## src/rtl/vga_pkg.sv

```systemverilog
// Shared VGA timing constants and vertical FSM encoding.
// Used by both the horizontal and vertical sync blocks.
package vga_pkg;

  localparam int H_TOTAL_DEF  = 1600;
  localparam int V_SYNC_DEF   = 2;
  localparam int V_BP_DEF     = 29;
  localparam int V_ACTIVE_DEF = 480;
  localparam int V_FP_DEF     = 10;
  localparam int V_TOTAL_DEF  = V_SYNC_DEF + V_BP_DEF
                              + V_ACTIVE_DEF + V_FP_DEF;

  localparam int VL_W = 10;
  localparam int AL_W = 9;
  localparam int FC_W = 8;

  typedef enum logic [2:0] {
    IDLE        = 3'd0,
    SYNC        = 3'd1,
    BACK_PORCH  = 3'd2,
    ACTIVE      = 3'd3,
    FRONT_PORCH = 3'd4
  } vstate_e;

  function automatic int cnt_w(input int n);
    return (n > 1) ? $clog2(n) : 1;
  endfunction

endpackage

```

## src/rtl/vga_vsync_ctrl_if.sv

```systemverilog
// Control/status bundle of the vertical sync block.
// The driver of enable/pause_req takes the master side.
interface vga_vsync_ctrl_if;
  import vga_pkg::*;

  logic            enable;
  logic            pause_req;
  logic            v_sync;
  logic            h_sync_en;
  logic            line_start;
  logic            frame_start;
  logic [AL_W-1:0] active_line;
  logic [FC_W-1:0] frame_count;
  logic            paused;

  modport master (
    output enable, pause_req,
    input  v_sync, h_sync_en, line_start,
    input  frame_start, active_line,
    input  frame_count, paused
  );

  modport slave (
    input  enable, pause_req,
    output v_sync, h_sync_en, line_start,
    output frame_start, active_line,
    output frame_count, paused
  );

endinterface

```

## src/rtl/vga_h_counter.sv

```systemverilog
// Free-running pixel counter 0..H_TOTAL-1.
// wrap_o is high on the cycle whose edge closes the line.
module vga_h_counter
  import vga_pkg::*;
#(
  parameter int H_TOTAL = H_TOTAL_DEF
) (
  input  logic clk,
  input  logic reset,
  output logic wrap_o
);

  localparam int HW = cnt_w(H_TOTAL);

  logic [HW-1:0] h_q, h_d;

  assign wrap_o = (h_q == HW'(H_TOTAL - 1));

  always_comb begin
    h_d = h_q + 1'b1;
    if (wrap_o)
      h_d = '0;
  end

  always_ff @(posedge clk or posedge reset) begin
    if (reset)
      h_q <= '0;
    else
      h_q <= h_d;
  end

endmodule

```

## src/rtl/vga_vsync_ctrl.sv

```systemverilog
// Vertical sync FSM; steps one line per horizontal wrap.
// All outputs are registered and move on line boundaries.
module vga_vsync_ctrl
  import vga_pkg::*;
#(
  parameter int H_TOTAL  = H_TOTAL_DEF,
  parameter int V_SYNC   = V_SYNC_DEF,
  parameter int V_BP     = V_BP_DEF,
  parameter int V_ACTIVE = V_ACTIVE_DEF,
  parameter int V_FP     = V_FP_DEF
) (
  input logic              clk,
  input logic              reset,
  vga_vsync_ctrl_if.slave  bus
);

  vstate_e         state_q;
  logic [VL_W-1:0] v_line_q;
  logic            v_sync_q;
  logic            h_sync_en_q;
  logic            line_start_q;
  logic            frame_start_q;
  logic [AL_W-1:0] active_line_q;
  logic [FC_W-1:0] frame_count_q;
  logic            paused_q;

  logic            wrap;
  logic [VL_W-1:0] len_m1;
  logic            last;

  vga_h_counter #(
    .H_TOTAL (H_TOTAL)
  ) u_hcnt (
    .clk    (clk),
    .reset  (reset),
    .wrap_o (wrap)
  );

  always_comb begin
    len_m1 = '0;
    unique case (state_q)
      SYNC:        len_m1 = VL_W'(V_SYNC - 1);
      BACK_PORCH:  len_m1 = VL_W'(V_BP - 1);
      ACTIVE:      len_m1 = VL_W'(V_ACTIVE - 1);
      FRONT_PORCH: len_m1 = VL_W'(V_FP - 1);
      default:     len_m1 = '0;
    endcase
  end

  assign last = (v_line_q == len_m1);

  always_ff @(posedge clk or posedge reset) begin
    if (reset) begin
      state_q       <= IDLE;
      v_line_q      <= '0;
      v_sync_q      <= 1'b1;
      h_sync_en_q   <= 1'b0;
      line_start_q  <= 1'b0;
      frame_start_q <= 1'b0;
      active_line_q <= '0;
      frame_count_q <= '0;
      paused_q      <= 1'b1;
    end else begin
      line_start_q  <= 1'b0;
      frame_start_q <= 1'b0;
      if (wrap) begin
        v_line_q <= v_line_q + 1'b1;
        // A frame that reached its last porch line counts even if halted
        if (state_q == FRONT_PORCH && last)
          frame_count_q <= frame_count_q + 1'b1;
        if (!bus.enable) begin
          state_q       <= IDLE;
          v_line_q      <= '0;
          v_sync_q      <= 1'b1;
          h_sync_en_q   <= 1'b0;
          active_line_q <= '0;
          paused_q      <= 1'b1;
        end else begin
          unique case (state_q)
            IDLE: begin
              v_line_q <= '0;
              if (!bus.pause_req) begin
                state_q       <= SYNC;
                v_sync_q      <= 1'b0;
                frame_start_q <= 1'b1;
                paused_q      <= 1'b0;
              end
            end
            SYNC: if (last) begin
              state_q  <= BACK_PORCH;
              v_line_q <= '0;
              v_sync_q <= 1'b1;
            end
            BACK_PORCH: if (last) begin
              state_q       <= ACTIVE;
              v_line_q      <= '0;
              h_sync_en_q   <= 1'b1;
              line_start_q  <= 1'b1;
              active_line_q <= '0;
            end
            ACTIVE: begin
              if (last) begin
                state_q       <= FRONT_PORCH;
                v_line_q      <= '0;
                h_sync_en_q   <= 1'b0;
                active_line_q <= '0;
              end else begin
                line_start_q  <= 1'b1;
                active_line_q <= active_line_q + 1'b1;
              end
            end
            FRONT_PORCH: if (last) begin
              v_line_q <= '0;
              if (bus.pause_req) begin
                state_q  <= IDLE;
                paused_q <= 1'b1;
              end else begin
                state_q       <= SYNC;
                v_sync_q      <= 1'b0;
                frame_start_q <= 1'b1;
              end
            end
            default: begin
              state_q  <= IDLE;
              v_line_q <= '0;
              paused_q <= 1'b1;
            end
          endcase
        end
      end
    end
  end

  assign bus.v_sync      = v_sync_q;
  assign bus.h_sync_en   = h_sync_en_q;
  assign bus.line_start  = line_start_q;
  assign bus.frame_start = frame_start_q;
  assign bus.active_line = active_line_q;
  assign bus.frame_count = frame_count_q;
  assign bus.paused      = paused_q;

endmodule

```

## src/flat_wrapper.sv

```systemverilog
// flat-port wrapper written by rule: the top's interface ports become plain ports
module vga_vsync_ctrl_flat import vga_pkg::*;
#(
  parameter int H_TOTAL  = H_TOTAL_DEF,
  parameter int V_SYNC   = V_SYNC_DEF,
  parameter int V_BP     = V_BP_DEF,
  parameter int V_ACTIVE = V_ACTIVE_DEF,
  parameter int V_FP     = V_FP_DEF
)
  (clk, reset, bus_enable, bus_pause_req, bus_v_sync, bus_h_sync_en, bus_line_start, bus_frame_start, bus_active_line, bus_frame_count, bus_paused);
  vga_vsync_ctrl_if bus_i ();
  input logic clk;
  input logic reset;
  input wire logic [$bits(bus_i.enable)-1:0] bus_enable;
  input wire logic [$bits(bus_i.pause_req)-1:0] bus_pause_req;
  output wire logic [$bits(bus_i.v_sync)-1:0] bus_v_sync;
  output wire logic [$bits(bus_i.h_sync_en)-1:0] bus_h_sync_en;
  output wire logic [$bits(bus_i.line_start)-1:0] bus_line_start;
  output wire logic [$bits(bus_i.frame_start)-1:0] bus_frame_start;
  output wire logic [$bits(bus_i.active_line)-1:0] bus_active_line;
  output wire logic [$bits(bus_i.frame_count)-1:0] bus_frame_count;
  output wire logic [$bits(bus_i.paused)-1:0] bus_paused;
  assign bus_i.enable = bus_enable;
  assign bus_i.pause_req = bus_pause_req;
  assign bus_v_sync = bus_i.v_sync;
  assign bus_h_sync_en = bus_i.h_sync_en;
  assign bus_line_start = bus_i.line_start;
  assign bus_frame_start = bus_i.frame_start;
  assign bus_active_line = bus_i.active_line;
  assign bus_frame_count = bus_i.frame_count;
  assign bus_paused = bus_i.paused;
  vga_vsync_ctrl #(.H_TOTAL(H_TOTAL), .V_SYNC(V_SYNC), .V_BP(V_BP), .V_ACTIVE(V_ACTIVE), .V_FP(V_FP)) u_core (.clk(clk), .reset(reset), .bus(bus_i));
endmodule
```

## config.mk

```make
export PLATFORM = sky130hd
export DESIGN_NAME = vga_vsync_ctrl_flat
export DESIGN_NICKNAME = d
export VERILOG_FILES = /design/src/rtl/vga_pkg.sv /design/src/rtl/vga_vsync_ctrl_if.sv /design/src/rtl/vga_h_counter.sv /design/src/rtl/vga_vsync_ctrl.sv /design/src/flat_wrapper.sv
export SDC_FILE = /design/constraint.sdc
export NUM_CORES = 1
export LEC_CHECK = 0
export BUFFER_PORTS_ARGS = -buffer_cell sky130_fd_sc_hd__buf_2
export CORE_MARGIN = 3
export CORE_UTILIZATION = 45
export CTS_CLUSTER_SIZE = 25
export DETAILED_ROUTE_END_ITERATION = 7
export PLACE_DENSITY_LB_ADDON = 0.2
export SKIP_CTS_REPAIR_TIMING = 1
export SLEW_MARGIN = 5
export SYNTH_ARGS = -nofsm -noshare
export SYNTH_HDL_FRONTEND = slang
export SYNTH_SLANG_ARGS = --single-unit
```

## constraint.sdc

```tcl
create_clock -name clk -period 3.4 [get_ports clk]
set_input_delay 0.34 -clock clk [delete_from_list [all_inputs] [get_ports clk]]
set_output_delay 0.34 -clock clk [all_outputs]
set_load 0.005 [all_outputs]
```

==> summary.md <==
| Metric | Value |
|---|---|
| Largest net degree at the start of global routing | 47 |
| Post-Route Setup TNS | 0 ns |
| Std cell rows | 26 |
| Synth unique cells | 52 |
| Fin crit share | 0.8263 |
| Sw Share | 0.2143 |
| Status | completed |
| M1 WL | 2770 um |
| Syn Nets | 276 |
| Switch Pwr | 208.8 uW |
| Leakage power figure | 1.350 nW |
| Detailed Place HPWL | 3690 um |
| Clock power share | 0.420 |
| Initial Utilization | 0.4851 |
| Actual slew at the worst max-slew pin | 0.9908 ns |
| Combinational power share | 0.019 |
| Antenna viol nets, final | 0 |
| GPL Wtd Cong | 0.7876 |
| Clk slew on worst S/H paths | 0.09 ns |
| Clock tree buffer depth | 2 |
| All-Layer GR Usage | 0.1766 |
| Ys Warns | 0 |
| Worst Skew | 0.009579 ns |
| Wire length on met2 | 2344 um |
| Antenna diodes | 0 |
| Tightest Hold Check Type | in2async |
| Layout area overhead | 11.87% |
| CTS sink count | 46 |
| Clk_lat worst skew | 0.31 ns |
| Cells after DPL | 356 |
| Drt total wl | 5381 um |
| Post-Synthesis Cells | 268 |
| Register area share after synthesis | 0.4484 |
| Setup WS post-layout | 0.5907 ns |
| Crit Path Class | reg2reg |
| Peak supply drop | 243.9 uV |
| Synthesized cell area | 2572 um^2 |
| Tot Pwr | 974.3 uW |
| Maximum Capacitance Violations | 0 |
| Asr flop ratio synth | 1.000 |
| H-tree lvl count | 2 |
| Unrepaired setup endpoints after global routing | no |
| Root buf cell | clkbuf_8 |
| Die Ht | 81.61 um |
| # setup viols final | 0 |
| Syn Area/Cell | 9.599 um^2 |
| Pint | 765.6 uW |
| Crit start category | register |
| Drt wl/cell | 14.78 um |
| IO buf count | 25 |
| Post-synth top flop | dfrtp_1 |
| NumNets Final | 301 |
| Top Layer Used | met4 |
| TritonRoute pass-1 iters | 4 |
| Worst r2r path cells | 6 |
| CP max FO | 16 |
| Vias in the first global route | 1920 |
| Critical Path RT | 3.65 ns |
| Synthesized flop and latch total | 46 |
| Critical path arrival | 3.06 ns |
| Sequential Power Share | 0.561 |
| Initial antenna violation count | 0 |
| Vias | 2097 |
| Die X | 81.61 um |
| Core area | 5303 um^2 |
| Max_slew headroom | 0.3385 |
| Crit. End Element | register |
| First-pass GRT wire length | 9163 um |
| Fmax | 0.3560 GHz |
| Placement Setup Slack | 0.6524 ns |
| IO Pins | 26 |
| Via density | 5.761 |
| First DRT Iteration DRCs | 117 |
| Final hold vios | 0 |
| GRT overflow | 0 |
| Die area | 6660 um^2 |
| FF-to-FF setup slack | 0.59 ns |
| Met3 wire length | 200 um |
| R2R Path End | u_core.state_q[2] |
| Share of cells above drive strength 1 | 0.1769 |
| # DRC | 0 |
| Finished Layout Cells | 364 |
| Final Max Slew Viols | 0 |
| CTS tree | built |
| Tmin final | 2.809 ns |
| Number of synthesized flops with an enable pin | 0 |
| R2r startpoint | u_core.state_q[2] |
| CP Capture Point | u_core.state_q[2] |
| Pwr dens | 338.6 nW/um^2 |
| CTS Buf Count | 5 |
| CP startpoint | u_core.state_q[2] |
Yosys cell counts (all sizes together) (2+ instances only):
library cell | n | area [um^2]
ha | 4 | 50.05
buf | 2 | 16.26
o221ai | 2 | 17.52
a22o | 2 | 17.52
inv | 5 | 18.77
xor2 | 8 | 70.07
mux2i | 4 | 40.04
clkbuf | 10 | 37.54
nor2 | 14 | 52.55
or3 | 2 | 17.52
or2 | 2 | 12.51
xnor2 | 10 | 87.58
nor4 | 3 | 25.02
o21ai | 11 | 55.05
nand2 | 29 | 108.9
or4b | 2 | 20.02
nand3 | 21 | 105.1
dfstp | 2 | 52.55
o211ai | 5 | 37.54
a31oi | 5 | 31.28
nand2b | 5 | 31.28
dfrtp | 44 | 1101
or4 | 2 | 15.01
o31ai | 10 | 75.07
a211oi | 2 | 15.01
and4 | 3 | 26.28
a21oi | 7 | 42.54
and2 | 9 | 56.30
a21o | 2 | 15.01
nand4 | 8 | 56.30
nor3 | 5 | 25.02
and3 | 12 | 75.07
o41ai | 2 | 17.52
cell type report:
class	count	area (um^2)
inverters	5	18.77
repair buffers	30	162.7
clock inverters	3	40.04
flip-flops and latches	46	1154
fillers	489	2425
well taps	70	87.58
clock buffers	5	68.82
multi-input cells	205	1346
worst min path at each step:
stage	cells past startpoint	end	slack (ns)	startpoint
2_1_floorplan	1	u_core.u_hcnt.h_q[4]	0.44	u_core.u_hcnt.h_q[4]
3_3_place_gp	1	u_core.bus.frame_count[7]	0.45	u_core.bus.frame_count[7]
3_5_place_dp	1	u_core.bus.frame_count[7]	0.46	u_core.bus.frame_count[7]
4_1_cts	2	u_core.bus.line_start	0.30	reset
5_1_grt	2	u_core.v_line_q[7]	0.33	reset
6_report	2	u_core.bus.line_start	0.26	reset
metrics by stage:
step	cell area [um^2]	hold WS (ns)	utilization
after global placement	2769	0.4537	0.5222
after detailed placement	2769	0.4582	0.5222
final	2878	0.2629	0.5427
after CTS	2878	0.2951	0.5427
after global routing	2878	0.3335	0.5427
after floorplan	2572	0.4375	-
cell families (layout without fill, tap and decap cells):
group | after synthesis | after routing | share of synthesized area
adders and majority gates | 4 | 4 | 0.01946
buffers and inverters | 17 | 43 | 0.02821
and+or+nand+nor | 123 | 123 | 0.2646
muxes | 5 | 5 | 0.01994
AOI/OAI and AO/OA | 55 | 55 | 0.1581
DFF | 46 | 46 | 0.4484
xor gates and xnor gates | 18 | 18 | 0.06128
critical path: stages (launching register included):
cell       delay [ns]
dfrtp_1          0.56
nor3b_2          0.27
or3_4            0.39
a2111oi_4        0.62
nand2_1          0.29
or4_1            0.53
nand3_1          0.09
layout by cell type (no fill, tap or decap), types with 3 or more instances in the layout:
cell type	Yosys	final
a21oi_1	5	5
a31oi_1	5	5
and2_1	9	9
and3_1	12	12
and4_1	3	3
buf_2	1	25
buf_4	0	5
clkbuf_8	0	5
dfrtp_1	44	44
ha_1	4	4
inv_1	5	4
mux2i_1	4	4
nand2_1	29	29
nand2b_1	5	5
nand3_1	21	21
nand4_1	7	7
nor2_1	14	14
nor3_1	5	5
o211ai_1	5	5
o21ai_0	11	11
o31ai_1	10	10
xnor2_1	10	10
xor2_1	8	8
metal layers:
metal,up-vias,GRT usage
li1,1036,-
met2,32,0.2622
met3,5,0.03509
met5,-,0
met1,1024,0.2561
met4,0,0.06146
flip-flops by register name (all words and copies together) (netlist names), 3 cells and up:
name	cells
u_core.state_q	3
u_core.bus.frame_count	8
u_core.u_hcnt.h_q	11
u_core.v_line_q	10
u_core.bus.active_line	9
power by group through the flow:
stage / combinational, mW / clock [mW] / sequential, mW
after global placement: 0.0185 / 0 / 0.557
after floorplan: 0.0117 / 0 / 0.558
after detailed placement: 0.0188 / 0 / 0.557
after global routing: 0.0209 / 0.444 / 0.547
after CTS: 0.0188 / 0.419 / 0.547
final: 0.0181 / 0.410 / 0.547
(Power assumes the default switching activity.)
